$ cat config.mk
export PLATFORM = sky130hd
export DESIGN_NAME = multicycle_ctrl
export DESIGN_NICKNAME = d
export VERILOG_FILES = /design/src/rtl/riscv_ctrl_pkg.sv /design/src/rtl/mem_wait_timer.sv /design/src/rtl/multicycle_ctrl.sv
export SDC_FILE = /design/constraint.sdc
export NUM_CORES = 1
export LEC_CHECK = 0
export BUFFER_PORTS_ARGS = -buffer_cell sky130_fd_sc_hd__buf_2
export CORE_UTILIZATION = 37
export DETAILED_ROUTE_END_ITERATION = 8
export HOLD_SLACK_MARGIN = 0.02
export SLEW_MARGIN = 20
export SYNTH_ARGS = -nofsm -noshare
export SYNTH_HDL_FRONTEND = slang
export SYNTH_SLANG_ARGS = --single-unit
$ cat constraint.sdc
create_clock -name clk -period 2.3 [get_ports clk]
set_input_delay 0.46 -clock clk [delete_from_list [all_inputs] [get_ports clk]]
set_output_delay 0.46 -clock clk [all_outputs]
set_load 0.1 [all_outputs]
$ cat src/rtl/riscv_ctrl_pkg.sv
// Purpose: shared encodings for the multicycle RV32I sequencing controller.
// Latency: n/a (types, constants and a combinational dispatch helper only).
// Backpressure: n/a.
package riscv_ctrl_pkg;

    // Major opcodes (IR[6:0])
    localparam logic [6:0] OP_LOAD   = 7'b0000011;
    localparam logic [6:0] OP_STORE  = 7'b0100011;
    localparam logic [6:0] OP_RTYPE  = 7'b0110011;
    localparam logic [6:0] OP_ITYPE  = 7'b0010011;
    localparam logic [6:0] OP_BRANCH = 7'b1100011;
    localparam logic [6:0] OP_JAL    = 7'b1101111;
    localparam logic [6:0] OP_JALR   = 7'b1100111;
    localparam logic [6:0] OP_AUIPC  = 7'b0010111;
    localparam logic [6:0] OP_LUI    = 7'b0110111;

    // func3 values this core implements
    localparam logic [2:0] F3_ADDI = 3'b000;
    localparam logic [2:0] F3_SLLI = 3'b001;
    localparam logic [2:0] F3_SLTI = 3'b010;
    localparam logic [2:0] F3_ANDI = 3'b111;
    localparam logic [2:0] F3_BEQ  = 3'b000;
    localparam logic [2:0] F3_BNE  = 3'b001;
    localparam logic [2:0] F3_JALR = 3'b000;

    // Order fixes the debug encoding seen on the state port.
    typedef enum logic [3:0] {
        S_IDLE, S_FETCH, S_DECODE, S_MEMADR, S_MEMREAD, S_MEMWB, S_MEMWRITE, S_EXEC_R,
        S_EXEC_I, S_ALUWB, S_BRANCH, S_JAL, S_JALR, S_AUIPC, S_LUI, S_HALT
    } state_e;

    typedef enum logic [1:0] {SRCA_PC = 2'b00, SRCA_OLDPC = 2'b01, SRCA_RS1 = 2'b10, SRCA_ZERO = 2'b11} alu_src_a_e;
    typedef enum logic [1:0] {SRCB_RS2 = 2'b00, SRCB_IMM = 2'b01, SRCB_FOUR = 2'b10} alu_src_b_e;
    typedef enum logic [1:0] {RES_ALUOUT = 2'b00, RES_MEM = 2'b01, RES_ALU = 2'b10, RES_LINK = 2'b11} result_src_e;
    typedef enum logic [1:0] {ALU_ADD = 2'b00, ALU_SUB = 2'b01, ALU_FUNC = 2'b10} alu_op_e;

    // States that drive a memory access and so wait on mem_ready.
    function automatic logic is_mem_state(input state_e s);
        return (s == S_FETCH) || (s == S_MEMREAD) || (s == S_MEMWRITE);
    endfunction

    // DECODE dispatch; anything unsupported lands in HALT.
    function automatic state_e dispatch(input logic [6:0] op, input logic [2:0] f3, input bit lui_en);
        case (op)
            OP_LOAD, OP_STORE: return S_MEMADR;
            OP_RTYPE:          return S_EXEC_R;
            OP_ITYPE:          return (f3 inside {F3_ADDI, F3_ANDI, F3_SLLI, F3_SLTI}) ? S_EXEC_I : S_HALT;
            OP_BRANCH:         return (f3 inside {F3_BEQ, F3_BNE}) ? S_BRANCH : S_HALT;
            OP_JAL:            return S_JAL;
            OP_JALR:           return (f3 == F3_JALR) ? S_JALR : S_HALT;
            OP_AUIPC:          return S_AUIPC;
            OP_LUI:            return lui_en ? S_LUI : S_HALT;
            default:           return S_HALT;
        endcase
    endfunction

endpackage

$ cat src/rtl/mem_wait_timer.sv
// Purpose: counts cycles spent in a memory state and flags the last permitted one.
// Latency: expired is a decode of the registered count (same cycle as the count).
// Backpressure: none; clear has priority over count_en.
module mem_wait_timer #(
    parameter int TIMEOUT_W = 8
) (
    input  logic clk,
    input  logic reset,
    input  logic clear,
    input  logic count_en,
    output logic expired
);

    localparam logic [TIMEOUT_W-1:0] CNT_ONES = '1;
    // The cycle holding this count is the (2^W-1)th waiting cycle.
    localparam logic [TIMEOUT_W-1:0] CNT_LAST = CNT_ONES - TIMEOUT_W'(1);

    logic [TIMEOUT_W-1:0] cnt_q, cnt_d;

    // Clear on state change, otherwise advance once per waiting cycle.
    always_comb begin
        cnt_d = cnt_q;
        if (clear) begin
            cnt_d = '0;
        end else if (count_en) begin
            cnt_d = cnt_q + TIMEOUT_W'(1);
        end
    end

    // Count register.
    always_ff @(posedge clk or posedge reset) begin
        if (reset) begin
            cnt_q <= '0;
        end else begin
            cnt_q <= cnt_d;
        end
    end

    assign expired = (cnt_q == CNT_LAST);

endmodule

$ cat src/rtl/multicycle_ctrl.sv
// Purpose: Moore sequencer stepping RV32I instructions through fetch/decode/execute/memory/writeback.
// Latency: 3-5 cycles per instruction with zero-wait memory; outputs decode from the state register.
// Backpressure: memory states stall on mem_ready=0 and fall into HALT with bus_error after 2^TIMEOUT_W-1 waits.
module multicycle_ctrl
    import riscv_ctrl_pkg::*;
#(
    parameter bit MEM_HANDSHAKE = 1'b1,
    parameter int TIMEOUT_W     = 8,
    parameter bit SUPPORT_LUI   = 1'b1
) (
    input  logic       clk,
    input  logic       reset,
    input  logic       start,
    input  logic [6:0] opcode,
    input  logic [2:0] func3,
    input  logic       mem_ready,
    output logic       pc_write,
    output logic       ir_write,
    output logic       mem_read,
    output logic       mem_write,
    output logic       reg_write,
    output logic       branch,
    output logic       branch_ne,
    output logic       adr_src,
    output logic [1:0] alu_src_a,
    output logic [1:0] alu_src_b,
    output logic [1:0] result_src,
    output logic [1:0] alu_op,
    output logic       halted,
    output logic       bus_error,
    output logic [3:0] state
);

    state_e state_q, state_d;
    logic   branch_ne_q, branch_ne_d;
    logic   bus_error_q, bus_error_d;
    logic   ready;
    logic   tmr_clear, tmr_count_en, tmr_expired;

    assign ready = MEM_HANDSHAKE ? mem_ready : 1'b1;

    // Wait counter restarts on every state change, so each memory state gets a fresh budget.
    assign tmr_clear    = (state_d != state_q);
    assign tmr_count_en = is_mem_state(state_q) && !ready;

    mem_wait_timer #(
        .TIMEOUT_W (TIMEOUT_W)
    ) u_wait_timer (
        .clk      (clk),
        .reset    (reset),
        .clear    (tmr_clear),
        .count_en (tmr_count_en),
        .expired  (tmr_expired)
    );

    // Next-state logic; ready beats a simultaneous timeout.
    always_comb begin
        state_d     = state_q;
        branch_ne_d = branch_ne_q;
        bus_error_d = bus_error_q;
        case (state_q)
            S_IDLE:     if (start) state_d = S_FETCH;
            S_FETCH: begin
                if (ready) begin
                    state_d = S_DECODE;
                end else if (tmr_expired) begin
                    state_d     = S_HALT;
                    bus_error_d = 1'b1;
                end
            end
            S_DECODE: begin
                branch_ne_d = func3[0];
                state_d     = dispatch(opcode, func3, SUPPORT_LUI);
            end
            // opcode[5] separates store from load; the IR is stable here.
            S_MEMADR:   state_d = opcode[5] ? S_MEMWRITE : S_MEMREAD;
            S_MEMREAD: begin
                if (ready) begin
                    state_d = S_MEMWB;
                end else if (tmr_expired) begin
                    state_d     = S_HALT;
                    bus_error_d = 1'b1;
                end
            end
            S_MEMWRITE: begin
                if (ready) begin
                    state_d = S_FETCH;
                end else if (tmr_expired) begin
                    state_d     = S_HALT;
                    bus_error_d = 1'b1;
                end
            end
            S_EXEC_R, S_EXEC_I, S_AUIPC, S_LUI:     state_d = S_ALUWB;
            S_MEMWB, S_ALUWB, S_BRANCH, S_JAL, S_JALR: state_d = S_FETCH;
            S_HALT:     state_d = S_HALT;
            default:    state_d = S_HALT;
        endcase
    end

    // State, latched branch sense and sticky bus error.
    always_ff @(posedge clk or posedge reset) begin
        if (reset) begin
            state_q     <= S_IDLE;
            branch_ne_q <= 1'b0;
            bus_error_q <= 1'b0;
        end else begin
            state_q     <= state_d;
            branch_ne_q <= branch_ne_d;
            bus_error_q <= bus_error_d;
        end
    end

    // Moore output decode; only the FETCH write enables also look at ready.
    always_comb begin
        pc_write   = 1'b0;
        ir_write   = 1'b0;
        mem_read   = 1'b0;
        mem_write  = 1'b0;
        reg_write  = 1'b0;
        branch     = 1'b0;
        adr_src    = 1'b0;
        alu_src_a  = SRCA_PC;
        alu_src_b  = SRCB_RS2;
        result_src = RES_ALUOUT;
        alu_op     = ALU_ADD;
        case (state_q)
            S_FETCH: begin
                mem_read  = 1'b1;
                alu_src_b = SRCB_FOUR;
                ir_write  = ready;
                pc_write  = ready;
            end
            S_DECODE: begin
                alu_src_a = SRCA_OLDPC;
                alu_src_b = SRCB_IMM;
            end
            S_MEMADR: begin
                alu_src_a = SRCA_RS1;
                alu_src_b = SRCB_IMM;
            end
            S_MEMREAD: begin
                mem_read = 1'b1;
                adr_src  = 1'b1;
            end
            S_MEMWB: begin
                reg_write  = 1'b1;
                result_src = RES_MEM;
            end
            S_MEMWRITE: begin
                mem_write = 1'b1;
                adr_src   = 1'b1;
            end
            S_EXEC_R: begin
                alu_src_a = SRCA_RS1;
                alu_op    = ALU_FUNC;
            end
            S_EXEC_I: begin
                alu_src_a = SRCA_RS1;
                alu_src_b = SRCB_IMM;
                alu_op    = ALU_FUNC;
            end
            S_ALUWB:    reg_write = 1'b1;
            S_BRANCH: begin
                alu_src_a = SRCA_RS1;
                alu_op    = ALU_SUB;
                branch    = 1'b1;
            end
            // PC loads the target already in ALUOut from DECODE; the one
            // result_src select is spent on the link value written to rd.
            S_JAL: begin
                pc_write   = 1'b1;
                reg_write  = 1'b1;
                result_src = RES_LINK;
            end
            S_JALR: begin
                alu_src_a  = SRCA_RS1;
                alu_src_b  = SRCB_IMM;
                pc_write   = 1'b1;
                reg_write  = 1'b1;
                result_src = RES_LINK;
            end
            S_AUIPC: begin
                alu_src_a = SRCA_OLDPC;
                alu_src_b = SRCB_IMM;
            end
            S_LUI: begin
                alu_src_a = SRCA_ZERO;
                alu_src_b = SRCB_IMM;
            end
            default: ;
        endcase
    end

    assign branch_ne = branch_ne_q;
    assign bus_error = bus_error_q;
    assign halted    = (state_q == S_HALT);
    assign state     = state_q;

endmodule

After elaboration in Yosys (flattened, before gate mapping) --
Cells that the tools add are included.
Word-level totals: bits in registers 14, latch bits 0, memory bits (writable) 0, ROM bits 0, bits of input ports 14, output and inout port bits 22, logic and storage cells 81, memories kept 0
Operators by class: add/sub/neg operators 1, multipliers 0, divide/modulo/power cells 0, order comparisons 0, equality and inequality tests 29, shift-type cells 0, muxes and demuxes 24, bitwise operators 1, reduce and logical (&&, ||, !) cells 22
Operator list (number):
- $pmux W4 S9 | 1
- $eq A4 B4 Y1 const B | 8
- $pmux W4 S8 | 1
- $eq A7 B6 Y1 const B | 3
- $eq A7 B7 Y1 const B | 3
- $mux W4 | 5
- $eq A4 B3 Y1 const B | 4
- $mux W8 | 2
- $eq A7 B5 Y1 const B | 2
- $pmux W2 S2 | 3
- $reduce_or A2 Y1 | 6
- $reduce_or A5 Y1 | 2
- $add A8 B1 Y8 const B | 1
- $eq A4 B2 Y1 const B | 2
- $eq A8 B8 Y1 const B | 1
- $reduce_or A4 Y1 | 2
- $eq A7 B2 Y1 const B | 1
- $mux W1 | 6
- $mux W3 | 2
- $pmux W2 S3 | 1
- $reduce_or A6 Y1 | 1
- $eq A4 B1 Y1 const B | 1
- $logic_not A4 Y1 | 1
- $mux W2 | 2
- other kinds (14) | 16

Depth between registers and ports, before layout --
word-level depth 7, depth in mapped cells 7, depth with buffers taken out 7

By module --
From an unflattened synthesis, not the netlist that was laid out.
Unflattened totals: cell total of the unflattened synthesis 164, area total of the unflattened synthesis 1373.8 um2
By module, submodules not included:
- multicycle_ctrl | times used 1, cells an instance 122, area each 967.2 um2, seq. area each 150.1 um2
- mem_wait_timer | times used 1, cells an instance 42, area each 406.6 um2, seq. area each 200.2 um2

Least setup slack after synthesis --
No wires, ideal clock.
kind reg2out, start point register state_q[3], in the netlist state[3], end point output port pc_write, arrival 4.948 ns, required time 1.840 ns, slack -3.108 ns, stages on the path, launching flop included 6, path buffers 2, cells stage by stage dfrtp_1 buf_2 clkbuf_1 nor3_1 and2_1 or2_2
On the way: longest elaborated chain between the ends 3, elaborated cells on any way between the ends 5, those cells by class eq/ne: 3; mux: 1; reduce/logical: 1
Ends and longest elaborated chain:
- start, declared | RTL line multicycle_ctrl.sv:34 | state_e state_q, state_d;
- start signal, assigned | RTL line multicycle_ctrl.sv:107 | state_q <= state_d;
- $eq A4 B4 Y1 | RTL line multicycle_ctrl.sv:126 | case (state_q)
- $reduce_or A2 Y1 (no line)
- $pmux W1 S2 * | RTL line multicycle_ctrl.sv:126
- end, declared | RTL line multicycle_ctrl.sv:17 | output logic pc_write,
Mark *: on every way between the ends. The rest lies on a longest branch, timed or not.

Final worst setup path --
start point register state_q[0], in the netlist state[0], end point output port pc_write
The elaborated chain is that of the path after synthesis.

==> results.cfg <==
[worst_setup_path]
endpoint_kind = output port
cp_max_fo = 14
cpMaxStageDelayCell = dfrtp_4
worst_path_largest_cell_delay_ps = 580
reg2reg_from = state[3]$_DFF_PP0_
timing.rr.end = u_wait_timer.cnt_q[7]$_DFFE_PP0P_
cp-start-kind = flip-flop
critical_path_buf_inv_count = 2
crit_arrival_ps = 1760
crit_type = flip-flop to output port
crit_required_ps = 1840
r2r_setup_slack_ps = 250
cp-startpoint = state[0]$_DFF_PP0_
crit_path_cell_trace = buf_4 > nand2_1 > o21ai_0 > and2_4 > or2_4 > buf_12
cp_top_family = flip-flops
reg2reg_depth = 6

[worst_hold_path]
min_path_type = primary input to asynchronous set/reset pin

[floorplanning]
start_util_pct = 38.98
io_pins = 36
num_rows = 22
die_w_microns = 64.34
dieArea_sq_mm = 0.004139
core_sq_mm = 0.003689
die_h_microns = 64.34

[sta]
drv_slew = 0
holdWs_ps = 239.2
slew_headroom_pct = 65.24
max_freq_mhz = 451.2
worstMarginPinSlew_ps = 520.8
min_period_over_period_pct = 96.37
hold_viol = 0
worst_clock_skew_ps = 3.368
setup_tns_ps = 0
setup_viol_count_final = 0
period_minus_slack_ps = 2217
rsz0062_at_grt = true

[detailed_routing]
drtPass1Iterations = 4
vias_per_cell = 5.844
wl_per_cell_microns = 14.73
drc_errors = 0
ant_nets = 0
route.vias.total = 1578
wirelength_microns = 3976
drtIter0Drc = 79

[layout]
diodes = 0
drive_gt1_share_pct = 36.49
area_growth_pct = 40.90
nNetsFinal = 239

[pwr]
vdd_drop_max_mv = 1.368
total_power_w = 0.003074
p_leak_nw = 0.7695
p_per_area_mw_per_mm2 = 1518

[clock_tree]
clkTransAtPathRegs_ps = 60
clkSinkCount = 14
cts_tree = built
root_buffer = clkbuf_8
cts_buffers = 3
ctsHoldBuffers = 0
clk_path_buf_depth = 2
clk_latency_ps = 240
htreeDepth = 1

[synth]
ys_warn_count = 0
synth_area_leaders = dfrtp_1 24%, nand2_1 5.2%, nor2_1 4.7%
syn_avg_cell_area_sq_um = 7.607
ys_types = 57
synth.top_cell.area_share_pct = 24.37
yosysTopAreaCell = dfrtp_1
synth_commonest_cells = 20 x nand2_1, 18 x nor2_1, 14 x dfrtp_1, 10 x nor3_1, 10 x o21ai_0
async_reset_ff_share_pct = 100.0
yosysMostFrequentCell = nand2_1
synthesis.area_sq_mm = 0.001438
synth_edf_count = 0
syn_nets = 205
ys.flop_type = dfrtp_1
synth_cells = 189
seq_area_frac_synth_pct = 24.37
ys_ff_latch = 14

[global_routing]
grt_pass1_wl_microns = 6479
grt_max_degree = 29
grt_usage_pct = 19.56
grt_pass1_vias = 1381
antenna_found_initial = 0
grt-ovfl-total = 0

[placement]
dp_hpwl_microns = 2985
portBuffers = 35
gp_congestion = 0.8498

[run]
maxCapViolCount = 0

[status]
status = finished, final reports clean
## registers in the layout, summed over array words and instances (netlist names)
| signal | flops |
|---|---|
| state | 4 |
| u_wait_timer.cnt_q | 8 |
| branch_ne | 1 |
| bus_error | 1 |
## placed cells by master, fill, tap and decap left out, types with 3 or more instances in the layout
cell type	Yosys	routed
buf_2	5	23
nand2_1	20	17
nor2_1	18	12
dfrtp_1	14	10
buf_12	0	9
nor3_1	10	8
nor4_1	8	8
o21ai_0	10	7
nand3_1	6	6
nor2_4	0	6
nand2b_1	6	5
a21oi_1	6	5
buf_4	0	5
o21a_1	4	4
nor2b_1	4	4
xnor2_1	4	4
xor2_1	4	4
dfrtp_4	0	4
or3_1	3	3
nand4_1	3	3
o21ai_1	2	3
inv_1	6	3
clkbuf_8	0	3
clkbuf_4	0	3
## how the worst max path moves through the flow
| stage | to | depth (start not counted) |
|---|---|---|
| final | pc_write | 6 |
| after global routing | pc_write | 6 |
| after CTS | reg_write | 6 |
| after detailed placement | u_wait_timer.cnt_q[7]$_DFFE_PP0P_ | 5 |
| after global placement | result_src[0] | 6 |
| after floorplan | pc_write | 6 |
## per-layer routing
metal	up-vias	wire length, microns	global-route usage (%)
li1	764	-	-
met1	745	1855	27.15
met2	69	1891	31.97
met3	0	229	3.750
met4	0	0	2.500
met5	-	0	0
## layout make-up
class                           instances  area (sq um)
Timing Repair Buffer                   41         366.6
Tap cell                               48         60.06
Inverter                                6         35.03
Sequential cell                        14         365.4
Clock buffer                            4         45.04
Multi-Input combinational cell        157          1154
Fill cell                             356          1663
## where the power goes
part / internal, W / total, W / switching (W)
registers: 0.000309 / 0.000487 / 0.000178
logic: 0.000710 / 0.00238 / 0.00167
clock network: 0.000122 / 0.000206 / 0.0000838
## cells by family after synthesis
group	Yosys count	share of synthesized area (%)
xor+xnor	8	4.873
simple gates	98	38.30
fa+ha+maj	2	1.740
compound gates	47	23.06
mux	2	1.480
buf+inv	18	6.178
flops	14	24.37
## metrics by stage
stage / cells / util [%] / cell area, sq um / setup WS, ps
floorplan: 189 / - / 1655 / -771.9
global placement: 262 / 52.37 / 1932 / 285.9
detailed placement: 262 / 52.37 / 1932 / 272.2
CTS: 266 / 53.60 / 1977 / 8.898
global route: 270 / 54.92 / 2026 / -0.8479
finish: 270 / 54.92 / 2026 / 83.47
## repair_timing
item,4_1_cts,5_1_grt
buffers inserted,0,4
setup endpoints to repair,0,6
resized for setup,0,5
No activity file was read; power rests on OpenSTA's default activity.
